`config.mk`:
```
export PLATFORM = sky130hd
export DESIGN_NAME = stream_demux_1xn_flat
export DESIGN_NICKNAME = d
export VERILOG_FILES = /design/src/rtl/stream_demux_1xn_if.sv /design/src/rtl/stream_demux_1xn.sv /design/src/flat_wrapper.sv
export SDC_FILE = /design/constraint.sdc
export NUM_CORES = 1
export LEC_CHECK = 0
export CAP_MARGIN = 20
export CORE_UTILIZATION = 25
export CTS_BUF_LIST = sky130_fd_sc_hd__clkbuf_4
export DETAILED_ROUTE_END_ITERATION = 10
export DONT_BUFFER_PORTS = 1
export PLACE_DENSITY = 0.49
export SLEW_MARGIN = 15
export SYNTH_ARGS = -nofsm -noshare
export SYNTH_HDL_FRONTEND = slang
export SYNTH_SLANG_ARGS = --single-unit
```
`constraint.sdc`:
```
create_clock -name clk -period 1.8 [get_ports clk]
set_input_delay 0.09 -clock clk [delete_from_list [all_inputs] [get_ports clk]]
set_output_delay 0.09 -clock clk [all_outputs]
set_load 0.005 [all_outputs]
```
`src/rtl/stream_demux_1xn_if.sv`:
```
// rtl/stream_demux_1xn_if.sv - input beat and per-channel output bundle for stream_demux_1xn
interface stream_demux_1xn_if #(
  parameter int DATA_W = 8,
  parameter int N_OUT  = 8
);
  localparam int SEL_W = $clog2(N_OUT);

  logic                    s_valid;
  logic                    s_ready;
  logic [DATA_W-1:0]       s_data;
  logic [SEL_W-1:0]        s_sel;
  logic [N_OUT-1:0]        m_valid;
  logic [N_OUT-1:0]        m_ready;
  logic [N_OUT*DATA_W-1:0] m_data;

  modport slave (
    input  s_valid, s_data, s_sel, m_ready,
    output s_ready, m_valid, m_data
  );

  modport master (
    output s_valid, s_data, s_sel, m_ready,
    input  s_ready, m_valid, m_data
  );
endinterface

```
`src/rtl/stream_demux_1xn.sv`:
```
// rtl/stream_demux_1xn.sv - 1-to-N stream demux, one registered slot per channel
// Optional STREAM_DEMUX_STATS_EN adds saturating drop_cnt/busy_cnt outputs.
module stream_demux_1xn #(
  parameter int DATA_W = 8,
  parameter int N_OUT  = 8,
  parameter int SEL_W  = $clog2(N_OUT)
) (
  input  logic               clk,
  input  logic               rst_n,
  stream_demux_1xn_if.slave  sif,
  output logic               drop
`ifdef STREAM_DEMUX_STATS_EN
  ,
  output logic [15:0]        drop_cnt,
  output logic [15:0]        busy_cnt
`endif
);

  localparam logic [SEL_W:0] N_OUT_L = (SEL_W+1)'(N_OUT);

  typedef enum logic {
    SLOT_EMPTY = 1'b0,
    SLOT_FULL  = 1'b1
  } slot_t;

  slot_t             slot_q [N_OUT];
  slot_t             slot_d [N_OUT];
  logic [DATA_W-1:0] data_q [N_OUT];
  logic [N_OUT-1:0]  hit;
  logic [N_OUT-1:0]  stall;
  logic [N_OUT-1:0]  load;
  logic              sel_ok;
  logic              accept;

  // Out-of-range selects hit no channel, so they are always accepted and dropped.
  assign sel_ok = {1'b0, sif.s_sel} < N_OUT_L;

  always_comb begin
    hit   = '0;
    stall = '0;
    for (int k = 0; k < N_OUT; k++) begin
      hit[k]   = sel_ok && (sif.s_sel == SEL_W'(k));
      stall[k] = (slot_q[k] == SLOT_FULL) && !sif.m_ready[k];
    end
  end

  assign sif.s_ready = ~|(hit & stall);
  assign accept      = sif.s_valid & sif.s_ready;
  assign load        = hit & {N_OUT{accept}};

  // A load wins over a drain so a popping slot can be refilled in the same cycle.
  always_comb begin
    for (int k = 0; k < N_OUT; k++) begin
      slot_d[k] = slot_q[k];
      if (load[k]) begin
        slot_d[k] = SLOT_FULL;
      end else if (sif.m_ready[k]) begin
        slot_d[k] = SLOT_EMPTY;
      end
    end
  end

  always_ff @(posedge clk or negedge rst_n) begin
    if (!rst_n) begin
      for (int k = 0; k < N_OUT; k++) begin
        slot_q[k] <= SLOT_EMPTY;
        data_q[k] <= '0;
      end
      drop <= 1'b0;
    end else begin
      for (int k = 0; k < N_OUT; k++) begin
        slot_q[k] <= slot_d[k];
        if (load[k]) begin
          data_q[k] <= sif.s_data;
        end
      end
      drop <= accept && !sel_ok;
    end
  end

  for (genvar g = 0; g < N_OUT; g++) begin : g_out
    assign sif.m_valid[g]                   = (slot_q[g] == SLOT_FULL);
    assign sif.m_data[g*DATA_W +: DATA_W]   = data_q[g];
  end

`ifdef STREAM_DEMUX_STATS_EN
  always_ff @(posedge clk or negedge rst_n) begin
    if (!rst_n) begin
      drop_cnt <= '0;
      busy_cnt <= '0;
    end else begin
      if (accept && !sel_ok && (drop_cnt != 16'hFFFF)) begin
        drop_cnt <= drop_cnt + 16'd1;
      end
      if (sif.s_valid && !sif.s_ready && (busy_cnt != 16'hFFFF)) begin
        busy_cnt <= busy_cnt + 16'd1;
      end
    end
  end
`endif

endmodule

```
`src/flat_wrapper.sv`:
```
// flat-port wrapper written by rule: the top's interface ports become plain ports
module stream_demux_1xn_flat 
#(
  parameter int DATA_W = 8,
  parameter int N_OUT  = 8,
  parameter int SEL_W  = $clog2(N_OUT)
)
  (clk, rst_n, drop, sif_s_valid, sif_s_data, sif_s_sel, sif_m_ready, sif_s_ready, sif_m_valid, sif_m_data);
  stream_demux_1xn_if #(.DATA_W(DATA_W), .N_OUT(N_OUT)) sif_i ();
  input  logic clk;
  input  logic rst_n;
  output logic drop;
  input wire logic [$bits(sif_i.s_valid)-1:0] sif_s_valid;
  input wire logic [$bits(sif_i.s_data)-1:0] sif_s_data;
  input wire logic [$bits(sif_i.s_sel)-1:0] sif_s_sel;
  input wire logic [$bits(sif_i.m_ready)-1:0] sif_m_ready;
  output wire logic [$bits(sif_i.s_ready)-1:0] sif_s_ready;
  output wire logic [$bits(sif_i.m_valid)-1:0] sif_m_valid;
  output wire logic [$bits(sif_i.m_data)-1:0] sif_m_data;
  assign sif_i.s_valid = sif_s_valid;
  assign sif_i.s_data = sif_s_data;
  assign sif_i.s_sel = sif_s_sel;
  assign sif_i.m_ready = sif_m_ready;
  assign sif_s_ready = sif_i.s_ready;
  assign sif_m_valid = sif_i.m_valid;
  assign sif_m_data = sif_i.m_data;
  stream_demux_1xn #(.DATA_W(DATA_W), .N_OUT(N_OUT), .SEL_W(SEL_W)) u_core (.clk(clk), .rst_n(rst_n), .sif(sif_i), .drop(drop));
endmodule
```
==> impl_metrics.py, run 1 <==
metrics = {
    "worst_hold_path": {
        "hp-class": "in -> reg",
        "min_from": "sif_m_ready[3]",
        "holdPathStages": 2,
        "hold_end": "u_core.sif.m_valid[3]$_DFFE_PN0P_",
    },
    "global_route": {
        "grt_max_degree": 73,
        "grt_pass1_vias": 1810,
        "grt_pass1_wl_mm": 10.8,
        "overflow": 0,
        "track_usage_pct": 13.1,
        "grt_antenna_before_repair": 0,
    },
    "setup_path": {
        "reg2reg_to": "u_core.sif.m_data[51]$_DFFE_PN0P_",
        "path_cells": "nand2b_1 > mux4_2 > mux2_4",
        "setup.worst_path.start_class": "register",
        "path_max_fanout": 4,
        "path_class": "reg -> out",
        "crit_path_top_delay_cell": "mux4_2",
        "reg2reg_slack_ns": 0.22,
        "reg2reg_depth": 4,
        "r2r_start": "u_core.sif.m_valid[6]$_DFFE_PN0P_",
        "critPathMaxStageDelay_ns": 0.48,
        "worstSetupEndpointType": "output port",
        "required_ns": 1.71,
        "worst_ep_arrival_time_ns": 1.65,
    },
    "floorplan": {
        "core_area_um2": 11000,
        "die_w_um": 109,
        "die_area_um2": 11800,
        "fp-row-count": 38,
        "initial_core_util_pct": 26.0,
        "ios": 96,
        "die_y_um": 109,
    },
    "placement": {
        "gp_congestion": 0.687,
        "dp_cells": 323,
        "placed_area_um2": 3090,
        "place_ws_ns": 0.214,
        "port_buffers": 0,
        "place_hpwl_mm": 4.68,
    },
    "synthesis": {
        "syn_area_per_cell_um2": 16.2,
        "ys_ff_latch": 72,
        "syn_nets": 198,
        "synth_seq_area_share_pct": 63.2,
        "synth_area_um2": 2850,
        "ys_types": 20,
        "syn_inst": 176,
        "yosys_warnings": 0,
    },
    "cts": {
        "cts.sinks": 72,
        "cts_buffers": 9,
        "root_buffer": "clkbuf_4",
        "cts_tree": "built",
        "htreeDepth": 3,
        "cts.path.max_buffers": 2,
        "clk_pin_slew_ns": 0.12,
        "clk-insertion-delay-late_ns": 0.41,
    },
    "drt": {
        "first_pass_iters": 2,
        "vias": 1594,
        "drtAntennaViolNets": 0,
        "wirelength_mm": 7.25,
        "wl_per_cell_um": 20.0,
        "avgViaCountPerCell": 4.39,
        "drt-initial-drc-count": 54,
        "drcViolationCount": 0,
    },
    "layout": {
        "final_nets": 240,
        "layout_common_cells": "dfrtp_1, mux2_2, dlygate4sd3_1",
        "fillerInstances": 1120,
        "mostFrequentLayoutCell": "dfrtp_1",
        "n_antenna_cell": 0,
        "drive_gt1_share_pct": 47.1,
        "syn2layout_area_growth_pct": 21.8,
        "stdcell_count": 363,
        "fin_area_um2": 3470,
    },
    "power": {
        "switching_share_pct": 28.0,
        "p_switching_mw": 1.04,
        "power_frac_seq_pct": 60.0,
        "p_int_mw": 2.67,
        "pwr_density_cell_nw_per_um2": 1070,
        "clkPwrFrac_pct": 27.1,
        "comb_power_share_pct": 12.9,
        "leakagePower_nw": 1.52,
        "peakVddDrop_mv": 0.302,
    },
    "sta": {
        "period_needed_ns": 1.74,
        "setup_tns_ns": 0,
        "finalSetupViolCount": 0,
        "hold_viol_final": 0,
        "maxSlewViolCount": 0,
        "period_share_pct": 96.9,
        "rsz0062_at_grt": "true",
        "layout_setup_ws_ns": 0.0556,
        "finClkSkew_ns": 0.00983,
        "max_freq_mhz": 573,
    },
    "flow_run": {
        "maxCapViolCount": 0,
    },
    "run_status": {
        "status": "finished clean",
    },
}
## worst max-delay path, delay by kind of cell (launching register included)
| kind | cells | cell delay [ns] |
|---|---|---|
| flops | 1 | 0.39 |
| simple gates | 1 | 0.10 |
| mux | 2 | 0.76 |
## worst max-delay path by stage
stage | start | endpoint | slack, ns | cells after the start
global route | u_core.sif.m_valid[0]$_DFFE_PN0P_ | sif_s_ready | -0.08 | 3
finish | u_core.sif.m_valid[5]$_DFFE_PN0P_ | sif_s_ready | 0.06 | 3
detailed placement | u_core.sif.m_valid[6]$_DFFE_PN0P_ | u_core.sif.m_data[53]$_DFFE_PN0P_ | 0.21 | 4
global placement | u_core.sif.m_valid[6]$_DFFE_PN0P_ | u_core.sif.m_data[49]$_DFFE_PN0P_ | 0.24 | 4
floorplan | u_core.sif.m_valid[6]$_DFFE_PN0P_ | u_core.sif.m_data[49]$_DFFE_PN0P_ | 0.29 | 3
CTS | u_core.sif.m_valid[5]$_DFFE_PN0P_ | sif_s_ready | 0.0002 | 3
## flip-flops by register name (all words and copies together) (netlist names)
signal              cells
u_core.sif.m_data      64
u_core.sif.m_valid      8
## per-layer routing
metal  global-route usage (%)  share of wire (%)
met1                     15.8                 43
met2                     19.9                 45
met3                     6.52                 11
met4                     4.92                1.1
met5                        0                  0
## logic make-up after synthesis
family	count (synthesis)	share of synthesized area, %
flops	72	63.2
mux	67	27.3
simple gates	29	8.08
buf+inv	5	0.966
compound gates	2	0.351
other cells	1	0.132
## synth_stat cells
cell type   n  share of area [%]
mux2_1      1               0.40
nand3_1     1               0.18
dfrtp_1    72                 63
mux4_2      2                1.6
nor3b_4     1               0.66
buf_2       4               0.70
buf_4       1               0.26
nor2b_1     3               0.66
and3b_1     1               0.31
nand4_1     1               0.22
o21ai_0     2               0.35
conb_1      1               0.13
or2_2       2               0.44
nor4b_4     2                1.7
nand4b_2    2                1.1
nand2_2     1               0.22
nand2_1     6               0.79
mux2_2     64                 25
nand2b_1    8                1.8
nor2_1      1               0.13
## power by group through the flow
stage / combinational, mW / sequential, mW / clock, mW
floorplan: 0.344 / 2.17 / 0
finish: 0.477 / 2.23 / 1.00
global route: 0.532 / 2.29 / 1.16
CTS: 0.489 / 2.24 / 1.07
global placement: 0.370 / 2.27 / 0
detailed placement: 0.388 / 2.27 / 0
## what timing repair did
item                       in CTS  in global routing
hold endpoints to repair      142                  0
buffers inserted                3                  0
hold buffers                   21                  0
setup endpoints to repair       1                  1
pin swaps                       0                  0
resized for setup               0                  1
## through the flow
step           utilization (%)  power [mW]  hold WS, ns
2_1_floorplan                -        2.51       -0.206
3_3_place_gp              28.1        2.64       -0.204
3_5_place_dp              28.1        2.66       -0.204
4_1_cts                   31.6        3.80      0.00754
5_1_grt                   31.6        3.98       0.0108
6_report                  31.6        3.71       0.0524
## cell type report
type	instances	area [µm²]	share of cell area, %
clock buffers	9	67.6	1.95
clock inverters	7	62.6	1.80
repair buffers	36	340	9.80
flip-flops and latches	72	1800	51.9
well taps	140	175	5.05
multi-input cells	99	1020	29.5
Note: power is estimated with default switching activity, not from simulation.
==> inputs of run 2 (changes only) <==
- ABC_AREA: not set -> 1
- SETUP_SLACK_MARGIN: not set -> 0.1
==> run 2 against run 1 <==
Clock-buffer cell count is 1 higher. Cell count is 59% higher. Combinational power is 11% higher. First-iteration DRC count grew to 2.7 times the previous value. Synthesized cell count is 120% higher. Core utilization is 0.50 points lower. Non-clock buffer count is 4 lower. Clock power is 18% lower. Register-to-register slack hardly changed. Area after synthesis is 18% higher. The flow now finishes with violations (negative hold slack). Power is 4.8% lower.
==> impl_metrics.py, run 2 <==
metrics = {
    "drt": {
        "wirelength_mm": 11.2,
        "avgViaCountPerCell": 4.72,
        "drcViolationCount": 0,
        "vias": 2721,
        "wl_per_cell_um": 19.4,
        "drtAntennaViolNets": 0,
        "first_pass_iters": 4,
        "drt-initial-drc-count": 146,
    },
    "run_status": {
        "status": "finished with violations",
        "violations": "negative hold slack",
    },
    "synthesis": {
        "synth_edf_count": 0,
        "ys_ff_latch": 72,
        "async_flop_share_pct": 100,
        "syn_nets": 405,
        "yosysMostFrequentCell": "nand2_1",
        "syn_inst": 383,
        "synth_area_um2": 3360,
        "synth_top_area_cell": "dfrtp_1",
        "yosys_warnings": 0,
        "synthTopCellsByArea": "dfrtp_1, nand2_1, nand4_1",
        "synth_top_area_share_pct": 53.6,
        "synth_ff_type": "dfrtp_1",
        "ys_types": 18,
        "ys_top_cells_by_count": "nand2_1, dfrtp_1, nand4_1",
        "synth_seq_area_share_pct": 53.6,
        "syn_area_per_cell_um2": 8.77,
    },
    "layout": {
        "layout_common_cells": "nand2_1, dfrtp_1, nand4_1",
        "mostFrequentLayoutCell": "nand2_1",
        "post-route-util_pct": 31.1,
        "multiInputGateArea_um2": 1380,
        "largest_reg_flops": 64,
        "final_nets": 423,
        "fillerInstances": 1362,
        "syn2layout_area_growth_pct": 19.2,
        "register_area_um2": 1800,
        "drive_gt1_share_pct": 15.1,
    },
    "flow_run": {
        "maxCapViolCount": 0,
    },
    "cts": {
        "htreeDepth": 3,
        "clk-insertion-delay-late_ns": 0.46,
        "clk_pin_slew_ns": 0.11,
        "root_buffer": "clkbuf_4",
        "cts.sinks": 72,
        "cts.path.max_buffers": 2,
        "cts_tree": "built",
        "hold_buffers": 16,
        "cts_buffers": 9,
    },
    "setup_path": {
        "reg2reg_depth": 9,
        "critPathMaxStageDelay_ns": 0.42,
        "setup.worst_path.start_class": "register",
        "reg2reg_slack_ns": 0.22,
        "reg2reg_to": "u_core.sif.m_data[33]$_DFFE_PN0P_",
        "path_max_fanout": 7,
        "critPathMostFrequentCell": "nor2_2",
        "required_ns": 1.71,
        "r2r_start": "u_core.sif.m_valid[6]$_DFFE_PN0P_",
        "path_cells": "nand2_2 > nor2_2 > nor2_2 > nand2_1 > nor2_4 > buf_12",
        "path_class": "reg -> out",
        "crit_path_top_delay_cell": "dfrtp_1",
        "worstSetupEndpointType": "output port",
        "worst_ep_arrival_time_ns": 1.56,
    },
    "floorplan": {
        "die_y_um": 118,
        "core_area_um2": 12900,
        "fp-row-count": 41,
        "ios": 96,
        "die_area_um2": 13900,
        "die_w_um": 118,
        "initial_core_util_pct": 26.1,
    },
    "global_route": {
        "overflow": 0,
        "grt_pass1_wl_mm": 17.1,
        "grt_antenna_before_repair": 3,
        "grt_max_degree": 73,
        "grt_pass1_vias": 2825,
        "track_usage_pct": 16.7,
    },
    "sta": {
        "fin_hold_ws_ns": -0.236,
        "worstMarginPinSlew_ns": 0.607,
        "finClkSkew_ns": 0.0191,
        "period_needed_ns": 1.65,
        "hold_viol_final": 72,
        "max_freq_mhz": 606,
        "setup_tns_ns": 0,
        "rsz0062_at_grt": "true",
        "relSlewSlack_pct": 59.4,
        "period_share_pct": 91.7,
        "finalSetupViolCount": 0,
        "maxSlewViolCount": 0,
    },
    "worst_hold_path": {
        "hold_end": "u_core.sif.m_data[15]$_DFFE_PN0P_",
        "holdPathStages": 2,
        "min_from": "sif_s_valid",
        "hp-class": "in -> reg",
    },
    "power": {
        "leakagePower_nw": 2.03,
        "pwr_density_cell_nw_per_um2": 881,
        "peakVddDrop_mv": 0.283,
    },
    "placement": {
        "place_hpwl_mm": 6.65,
        "gp_congestion": 0.753,
        "port_buffers": 0,
    },
}
==> run 2: changes by cell type after synthesis, sizes merged, moves of 7 or more <==
cell	change
clkbuf	+13
buf	+8
nand4	+72
nor2	+19
nand2b	-8
mux2	-65
nand2	+151
nand3	+7
inv	+22
==> run 2: power breakdown <==
group          leakage, nW  internal, mW  switching [mW]  total, mW
registers            0.911          1.91           0.261       2.18
logic                 1.07         0.210           0.318      0.528
clock network       0.0531         0.266           0.559      0.825
total                 2.03          2.39            1.14       3.53
==> run 2: critical path: cells and delay by family, from the launching register on <==
kind,cells,cell delay [ns]
buf+inv,1,0.15
flops,1,0.42
simple gates,5,0.53
==> run 2: cell type report <==
type                    count  share of cell area (%)
clock inverters             3                   0.312
flip-flops and latches     72                    45.0
multi-input cells         261                    34.5
diodes                      2                   0.125
inverters                  25                    2.34
clock buffers              10                    1.87
repair buffers             32                    10.5
well taps                 172                    5.37
==> run 2: metrics by stage <==
stage / total power [mW] / instance area, µm² / hold WS (ns) / std cells / setup slack, ns
after CTS: 3.59 / 3870 / -0.271 / 566 / 0.102
after global routing: 3.77 / 4000 / -0.268 / 576 / 0.0365
after detailed placement: 2.59 / 3480 / -0.202 / 531 / 0.192
after global placement: 2.58 / 3480 / -0.202 / 531 / 0.193
after floorplan: 2.49 / 3360 / -0.206 / 383 / 0.428
final: 3.53 / 4010 / -0.236 / 577 / 0.149
==> run 2: worst max-delay path by stage <==
stage	start	to	slack, ns	depth (start not counted)
floorplan	u_core.sif.m_valid[7]$_DFFE_PN0P_	u_core.sif.m_data[0]$_DFFE_PN0P_	0.43	8
global placement	u_core.sif.m_valid[5]$_DFFE_PN0P_	u_core.sif.m_data[2]$_DFFE_PN0P_	0.19	8
detailed placement	u_core.sif.m_valid[5]$_DFFE_PN0P_	u_core.sif.m_data[58]$_DFFE_PN0P_	0.19	8
CTS	u_core.sif.m_valid[3]$_DFFE_PN0P_	sif_s_ready	0.10	6
global route	u_core.sif.m_valid[4]$_DFFE_PN0P_	sif_s_ready	0.04	6
finish	u_core.sif.m_valid[6]$_DFFE_PN0P_	sif_s_ready	0.15	6
==> run 2: metal layers <==
layer,share of wire (%),track usage [%],vias to the layer above
met5,0.089,0,-
li1,-,-,1310
met4,1.9,6.49,2
met2,47,26.2,82
met1,43,20.6,1311
met3,7.9,6.54,16
==> run 2: cell families (layout without fill, tap and decap cells) <==
kind of cell           after synthesis  count (layout)  synth area share, %
AND/OR/NAND/NOR                    259             260                 39.7
flip-flops                          72              72                 53.6
buffers and inverters               51              70                 6.63
other                                1               3                0.112
==> run 2: repair_timing <==
| action | 4_1_cts | 5_1_grt |
|---|---|---|
| endpoints found under the hold margin | 144 | 72 |
| gates resized for setup | 3 | 12 |
| buffers inserted | 3 | 8 |
| gates cloned | 3 | 1 |
| setup endpoints to repair | 1 | 65 |
| pin swaps | 3 | 14 |
